File: config.mk
export PLATFORM = sky130hd
export DESIGN_NAME = op_exec_unit
export DESIGN_NICKNAME = d
export VERILOG_FILES = /design/src/rtl/op_exec_unit.sv
export SDC_FILE = /design/constraint.sdc
export NUM_CORES = 1
export LEC_CHECK = 0
export ABC_AREA = 1
export CAP_MARGIN = 20
export CORE_MARGIN = 3
export CORE_UTILIZATION = 62
export CTS_BUF_LIST = sky130_fd_sc_hd__clkbuf_8 sky130_fd_sc_hd__clkbuf_16
export CTS_CLUSTER_SIZE = 8
export DETAILED_ROUTE_END_ITERATION = 7
export PLACE_DENSITY = 0.83
export SLEW_MARGIN = 20
export SYNTH_ARGS = -nofsm -noshare
export SYNTH_HDL_FRONTEND = slang
export SYNTH_SLANG_ARGS = --single-unit
File: constraint.sdc
create_clock -name clk -period 4.5 [get_ports clk]
set_input_delay 0.675 -clock clk [delete_from_list [all_inputs] [get_ports clk]]
set_output_delay 0.675 -clock clk [all_outputs]
set_load 0.1 [all_outputs]
File: src/rtl/op_exec_unit.sv
// Execution stage: buffers decoded bundles in a small FIFO, executes them on single-cycle or
// 4-iteration datapaths, compares against the expected value and keeps saturating counters.
module op_exec_unit #(
    parameter int unsigned FIFO_DEPTH = 2,
    parameter int unsigned CNT_W      = 16
) (
    input  logic             clk,
    input  logic             reset,
    input  logic             op_valid_i,
    input  logic [3:0]       op_a_i,
    input  logic [3:0]       op_b_i,
    input  logic [7:0]       op_c_i,
    input  logic [3:0]       op_op_i,
    output logic             op_ready_o,
    output logic             res_valid_o,
    input  logic             res_ready_i,
    output logic [7:0]       res_data_o,
    output logic             res_match_o,
    output logic             res_err_o,
    output logic             overflow_o,
    output logic [CNT_W-1:0] pass_cnt_o,
    output logic [CNT_W-1:0] fail_cnt_o
);
    localparam int unsigned PtrW = (FIFO_DEPTH > 1) ? $clog2(FIFO_DEPTH) : 1;
    localparam int unsigned CntW = $clog2(FIFO_DEPTH + 1);
    localparam logic [PtrW-1:0] PtrLast = PtrW'(FIFO_DEPTH - 1);
    localparam logic [CntW-1:0] CntFull = CntW'(FIFO_DEPTH);

    typedef enum logic [1:0] {StIdle, StExec, StDone} state_e;

    state_e            state_q, state_d;
    logic [19:0]       mem_q [FIFO_DEPTH];
    logic [PtrW-1:0]   wr_ptr_q, rd_ptr_q;
    logic [CntW-1:0]   fifo_cnt_q, fifo_cnt_d;
    logic              overflow_q;
    logic [3:0]        a_q, b_q, op_q;
    logic [7:0]        c_q;
    logic [1:0]        iter_q, iter_d;
    logic [7:0]        acc_q, acc_d;
    logic [7:0]        res_data_q, res_data_d;
    logic              res_match_q, res_match_d, res_err_q, res_err_d;
    logic [CNT_W-1:0]  pass_q, pass_d, fail_q, fail_d;

    logic full, empty, pop, push, accept, is_multi, sc_err;
    logic [7:0] a8, b8, sc_res, mul_acc, multi_res;
    logic [4:0] div_shift, div_rem;
    logic       div_ge;

    assign full   = (fifo_cnt_q == CntFull);
    assign empty  = (fifo_cnt_q == '0);
    assign pop    = (state_q == StIdle) && !empty;
    assign push   = op_valid_i && (!full || pop);
    assign accept = (state_q == StDone) && res_ready_i;

    always_comb begin
        fifo_cnt_d = fifo_cnt_q;
        if (push && !pop)      fifo_cnt_d = fifo_cnt_q + 1'b1;
        else if (pop && !push) fifo_cnt_d = fifo_cnt_q - 1'b1;
    end

    always_ff @(posedge clk or negedge reset) begin
        if (!reset) begin
            wr_ptr_q   <= '0;
            rd_ptr_q   <= '0;
            fifo_cnt_q <= '0;
            overflow_q <= 1'b0;
        end else begin
            if (push) wr_ptr_q <= (wr_ptr_q == PtrLast) ? '0 : wr_ptr_q + 1'b1;
            if (pop)  rd_ptr_q <= (rd_ptr_q == PtrLast) ? '0 : rd_ptr_q + 1'b1;
            fifo_cnt_q <= fifo_cnt_d;
            if (op_valid_i && full && !pop) overflow_q <= 1'b1;
        end
    end

    always_ff @(posedge clk) begin
        if (push) mem_q[wr_ptr_q] <= {op_op_i, op_c_i, op_b_i, op_a_i};
    end

    always_ff @(posedge clk or negedge reset) begin
        if (!reset) begin
            {op_q, c_q, b_q, a_q} <= '0;
        end else if (pop) begin
            {op_q, c_q, b_q, a_q} <= mem_q[rd_ptr_q];
        end
    end

    assign a8 = {4'b0, a_q};
    assign b8 = {4'b0, b_q};

    always_comb begin
        sc_res = 8'h00;
        sc_err = 1'b0;
        unique case (op_q)
            4'd0:    sc_res = a8 + b8;
            4'd1:    sc_res = a8 - b8;
            4'd3:    sc_res = a8 & b8;
            4'd4:    sc_res = a8 | b8;
            4'd5:    sc_res = a8 ^ b8;
            4'd6:    sc_res = a8 << b_q[2:0];
            4'd7:    sc_res = a8 >> b_q[2:0];
            4'd2, 4'd8: sc_res = 8'h00;
            default: sc_err = 1'b1;
        endcase
    end

    assign is_multi = (op_q == 4'd2) || (op_q == 4'd8);

    // MUL adds A<<i when B[i] is set; DIV keeps {remainder, quotient} in acc, MSB of A first.
    assign mul_acc   = acc_q + (b_q[iter_q] ? (a8 << iter_q) : 8'h00);
    assign div_shift = {acc_q[7:4], a_q[2'd3 - iter_q]};
    assign div_ge    = (div_shift >= {1'b0, b_q});
    assign div_rem   = div_ge ? (div_shift - {1'b0, b_q}) : div_shift;
    assign multi_res = (op_q == 4'd2) ? mul_acc :
                       (b_q == 4'd0)  ? 8'hFF   : {div_rem[3:0], acc_q[2:0], div_ge};

    always_comb begin
        state_d     = state_q;
        iter_d      = iter_q;
        acc_d       = acc_q;
        res_data_d  = res_data_q;
        res_match_d = res_match_q;
        res_err_d   = res_err_q;
        pass_d      = pass_q;
        fail_d      = fail_q;
        unique case (state_q)
            StIdle: begin
                if (!empty) begin
                    state_d = StExec;
                    iter_d  = 2'd0;
                    acc_d   = 8'h00;
                end
            end
            StExec: begin
                if (!is_multi) begin
                    res_data_d  = sc_res;
                    res_err_d   = sc_err;
                    res_match_d = (sc_res == c_q) && !sc_err;
                    state_d     = StDone;
                end else begin
                    acc_d  = (op_q == 4'd2) ? mul_acc : {div_rem[3:0], acc_q[2:0], div_ge};
                    iter_d = iter_q + 2'd1;
                    if (iter_q == 2'd3) begin
                        res_data_d  = multi_res;
                        res_err_d   = (op_q == 4'd8) && (b_q == 4'd0);
                        res_match_d = (multi_res == c_q) && !res_err_d;
                        state_d     = StDone;
                    end
                end
            end
            StDone: begin
                if (res_ready_i) begin
                    state_d = StIdle;
                    if (res_match_q && (pass_q != '1)) pass_d = pass_q + 1'b1;
                    if (!res_match_q && (fail_q != '1)) fail_d = fail_q + 1'b1;
                end
            end
            default: state_d = StIdle;
        endcase
    end

    always_ff @(posedge clk or negedge reset) begin
        if (!reset) begin
            state_q     <= StIdle;
            iter_q      <= 2'd0;
            acc_q       <= 8'h00;
            res_data_q  <= 8'h00;
            res_match_q <= 1'b0;
            res_err_q   <= 1'b0;
            pass_q      <= '0;
            fail_q      <= '0;
        end else begin
            state_q     <= state_d;
            iter_q      <= iter_d;
            acc_q       <= acc_d;
            res_data_q  <= res_data_d;
            res_match_q <= res_match_d;
            res_err_q   <= res_err_d;
            pass_q      <= pass_d;
            fail_q      <= fail_d;
        end
    end

    assign op_ready_o  = !full;
    assign res_valid_o = (state_q == StDone);
    assign res_data_o  = res_data_q;
    assign res_match_o = res_match_q;
    assign res_err_o   = res_err_q;
    assign overflow_o  = overflow_q;
    assign pass_cnt_o  = pass_q;
    assign fail_cnt_o  = fail_q;

    logic unused_accept;
    assign unused_accept = accept;
endmodule

==> qor.yml <==
run_status: "finished, final reports clean"
finalCriticalPeriod_ps: 3120
postCtsHoldBufs: 0
start_util_pct: 65.0
ys_seq_elements: 119
tns_ps: 0
drt-initial-drc-count: 660
finalSetupViolations: 0
cts_max_level: 4
num_rows: 37
viasPerCell: 5.86
dp_hpwl_um: 12800
cts_tree: "done"
ys_async_sr_fraction_pct: 66.4
ant_nets: 0
wire_per_inst_um: 17.5
clock_sinks: 119
grt.overflow.total: 0
drt_pass1_iterations: 5
critPathLaunchType: "register"
clkLatencyLatePin_ps: 530
cts_setup_buffers: 0
yosysUniqueCellTypes: 46
cp_slowest_stage_delay_ps: 510
synth_largest_area_cell: "dfrtp_1"
path_cells: "inv_2 -> a21oi_1 -> o21ai_0 -> nand2_1 -> nand2_1 -> inv_1 -> ha_1 -> inv_1 -> o21bai_1 -> a21boi_0 -> nand3_1 -> nand3_1 -> nand2_1 -> inv_1 -> nand2_1 -> nand4_1 -> nor2_1 -> nor2_1 -> nor2_1"
ys.flop_type: "dfrtp_1"
ios: 69
cp-end-kind: "register"
grt_pass1_wl_um: 29700
place_congestion: 0.946
yosysMostFrequentCell: "nand2_1"
critical_path_class: "reg2reg"
nets: 947
via_count: 6087
layout-drive-gt1-share_pct: 8.97
grt_pass1_vias: 6033
synthToLayoutAreaGrowth_pct: 19.9
crit_required_ps: 4950
fmax_mhz: 320
drv_slew: 0
tightest_slew_ps: 1020
peakVddDrop_mv: 0.522
syn_inst: 815
arrival_ps: 3580
path_common_cell: "nand2_1"
portBuffers: 68
cts-resized-gates: 0
dieArea_sq_mm: 0.0124
synth_edf_count: 40
root_buffer: "clkbuf_8"
pwr_density_cell_mw_per_mm2: 767
p_leak_nw: 3.89
cts_buffers: 17
crit_path_top_delay_cell: "dfrtp_1"
n_fill_cell: 719
cts_buffer_depth: 2
grt_use_total_pct: 30.2
clk_pin_slew_ps: 60
ys_seq_area_share_pct: 46.4
max_cap_violations: 0
core-area_sq_mm: 0.0106
fp.dieW_um: 111
whs_ps: 119
drc_errors: 0
grt_setup_unrepaired: "false"
syn_nets: 872
finalWirelength_um: 18200
syn-mean-instance-area_sq_um: 8.41
synth_common_cells: "nand2_1 (215), nand3_1 (88), inv_1 (80)"
cp_max_fo: 18
syn-cell-area_sq_mm: 0.00686
period_share_pct: 69.4
antenna_found_initial: 0
hold_violations: 0
synth_warnings: 0
synth_top_area_share_pct: 28.8
maxSlewHeadroom_pct: 32.0
fp.dieH_um: 111
synth_area_leaders: "dfrtp_1 (29%), edfxtp_1 (18%), nand2_1 (12%)"
hp-class: "in2async"
skew_ps: 10.8
diodes: 0
grt_max_degree: 43
==> cell families after synthesis <==
logic type | after synthesis | synth area share, %
AO/OA/AOI/OAI | 88 | 7.57
XOR/XNOR | 35 | 4.47
adder cells (fa/ha/maj) | 33 | 6.46
buffers and inverters | 107 | 6.13
flip-flops | 119 | 46.4
AND/OR/NAND/NOR | 433 | 29.0
==> per-layer routing <==
| layer | share of wire, % | routed length, um | track usage (%) | vias up |
|---|---|---|---|---|
| met2 | 49 | 8870 | 49.5 | 296 |
| met1 | 41 | 7420 | 37.7 | 2868 |
| met4 | 4.1 | 740 | 15.1 | 0 |
| met5 | 0 | 0 | 0 | - |
| met3 | 6.2 | 1120 | 6.44 | 69 |
| li1 | - | - | - | 2854 |
==> sequential cells by signal, indices dropped and copies added, names as in the netlist, 2 cells and up <==
name	count
mem_q	40
fail_cnt_o	16
pass_cnt_o	16
acc_q	8
c_q	8
res_data_o	8
a_q	4
b_q	4
op_q	4
fifo_cnt_q	2
iter_q	2
state_q	2
==> final timing paths <==
path / depth (start not counted) / endpoint / startpoint / slack, ps
max reg2reg: 19 / res_match_o$_DFFE_PN0P_ / b_q[1]$_DFFE_PN0P_ / 1380
max: 19 / res_match_o$_DFFE_PN0P_ / b_q[1]$_DFFE_PN0P_ / 1380
min: 1 / iter_q[1]$_DFFE_PN0P_ / reset / 120
max in group asynchronous: 2 / res_data_o[2]$_DFFE_PN0P_ / reset / 3440
min reg2reg: 2 / res_data_o[0]$_DFFE_PN0P_ / res_data_o[0]$_DFFE_PN0P_ / 490
min in group clk: 2 / res_data_o[0]$_DFFE_PN0P_ / res_data_o[0]$_DFFE_PN0P_ / 490
==> placed cells by master (no fill, tap or decap), types with 5 or more instances in the layout <==
cell	n
inv_1	82
nor2_1	69
ha_1	29
inv_2	9
nand3_1	88
nor2_2	11
clkdlybuf4s50_1	67
xnor2_1	16
xor2_1	19
o21ai_0	27
a21oi_1	18
edfxtp_1	40
a31oi_1	23
nand2_2	8
buf_4	5
nor2_4	5
dfrtp_1	79
nand4_1	15
clkbuf_16	16
nand2_1	215
==> where the power goes <==
group	internal, W	switching [W]
logic	0.000913	0.00226
registers	0.00144	0.000395
clock network	0.000789	0.000513
==> through the flow <==
stage	setup slack (ps)	power [W]	utilization (%)	area (sq um)	std cells
detailed placement	1490	0.00493	72.5	7660	1007
floorplan	1800	0.00412	-	6860	815
global route	1100	0.00671	77.9	8220	1039
finish	1380	0.00631	77.9	8220	1039
CTS	1450	0.00629	77.9	8220	1039
global placement	1640	0.00483	72.5	7660	1007
==> area by class of cell <==
| cell class | count | area [sq um] | share of cell area (%) |
|---|---|---|---|
| tap | 136 | 170 | 2.07 |
| timing repair buffer | 72 | 708 | 8.61 |
| clock buffer | 17 | 414 | 5.04 |
| inverter | 91 | 343 | 4.17 |
| sequential | 119 | 3180 | 38.6 |
| clock inverter | 15 | 153 | 1.86 |
| multi-input combinational | 589 | 3260 | 39.6 |
==> critical path: cells and delay by family (launching register included) <==
kind	cells	cell delay (ps)
AO/OA/AOI/OAI	4	700
AND/OR/NAND/NOR	10	950
flip-flops	1	510
adder cells (fa/ha/maj)	1	370
buffers and inverters	4	500
(Power assumes the default switching activity.)
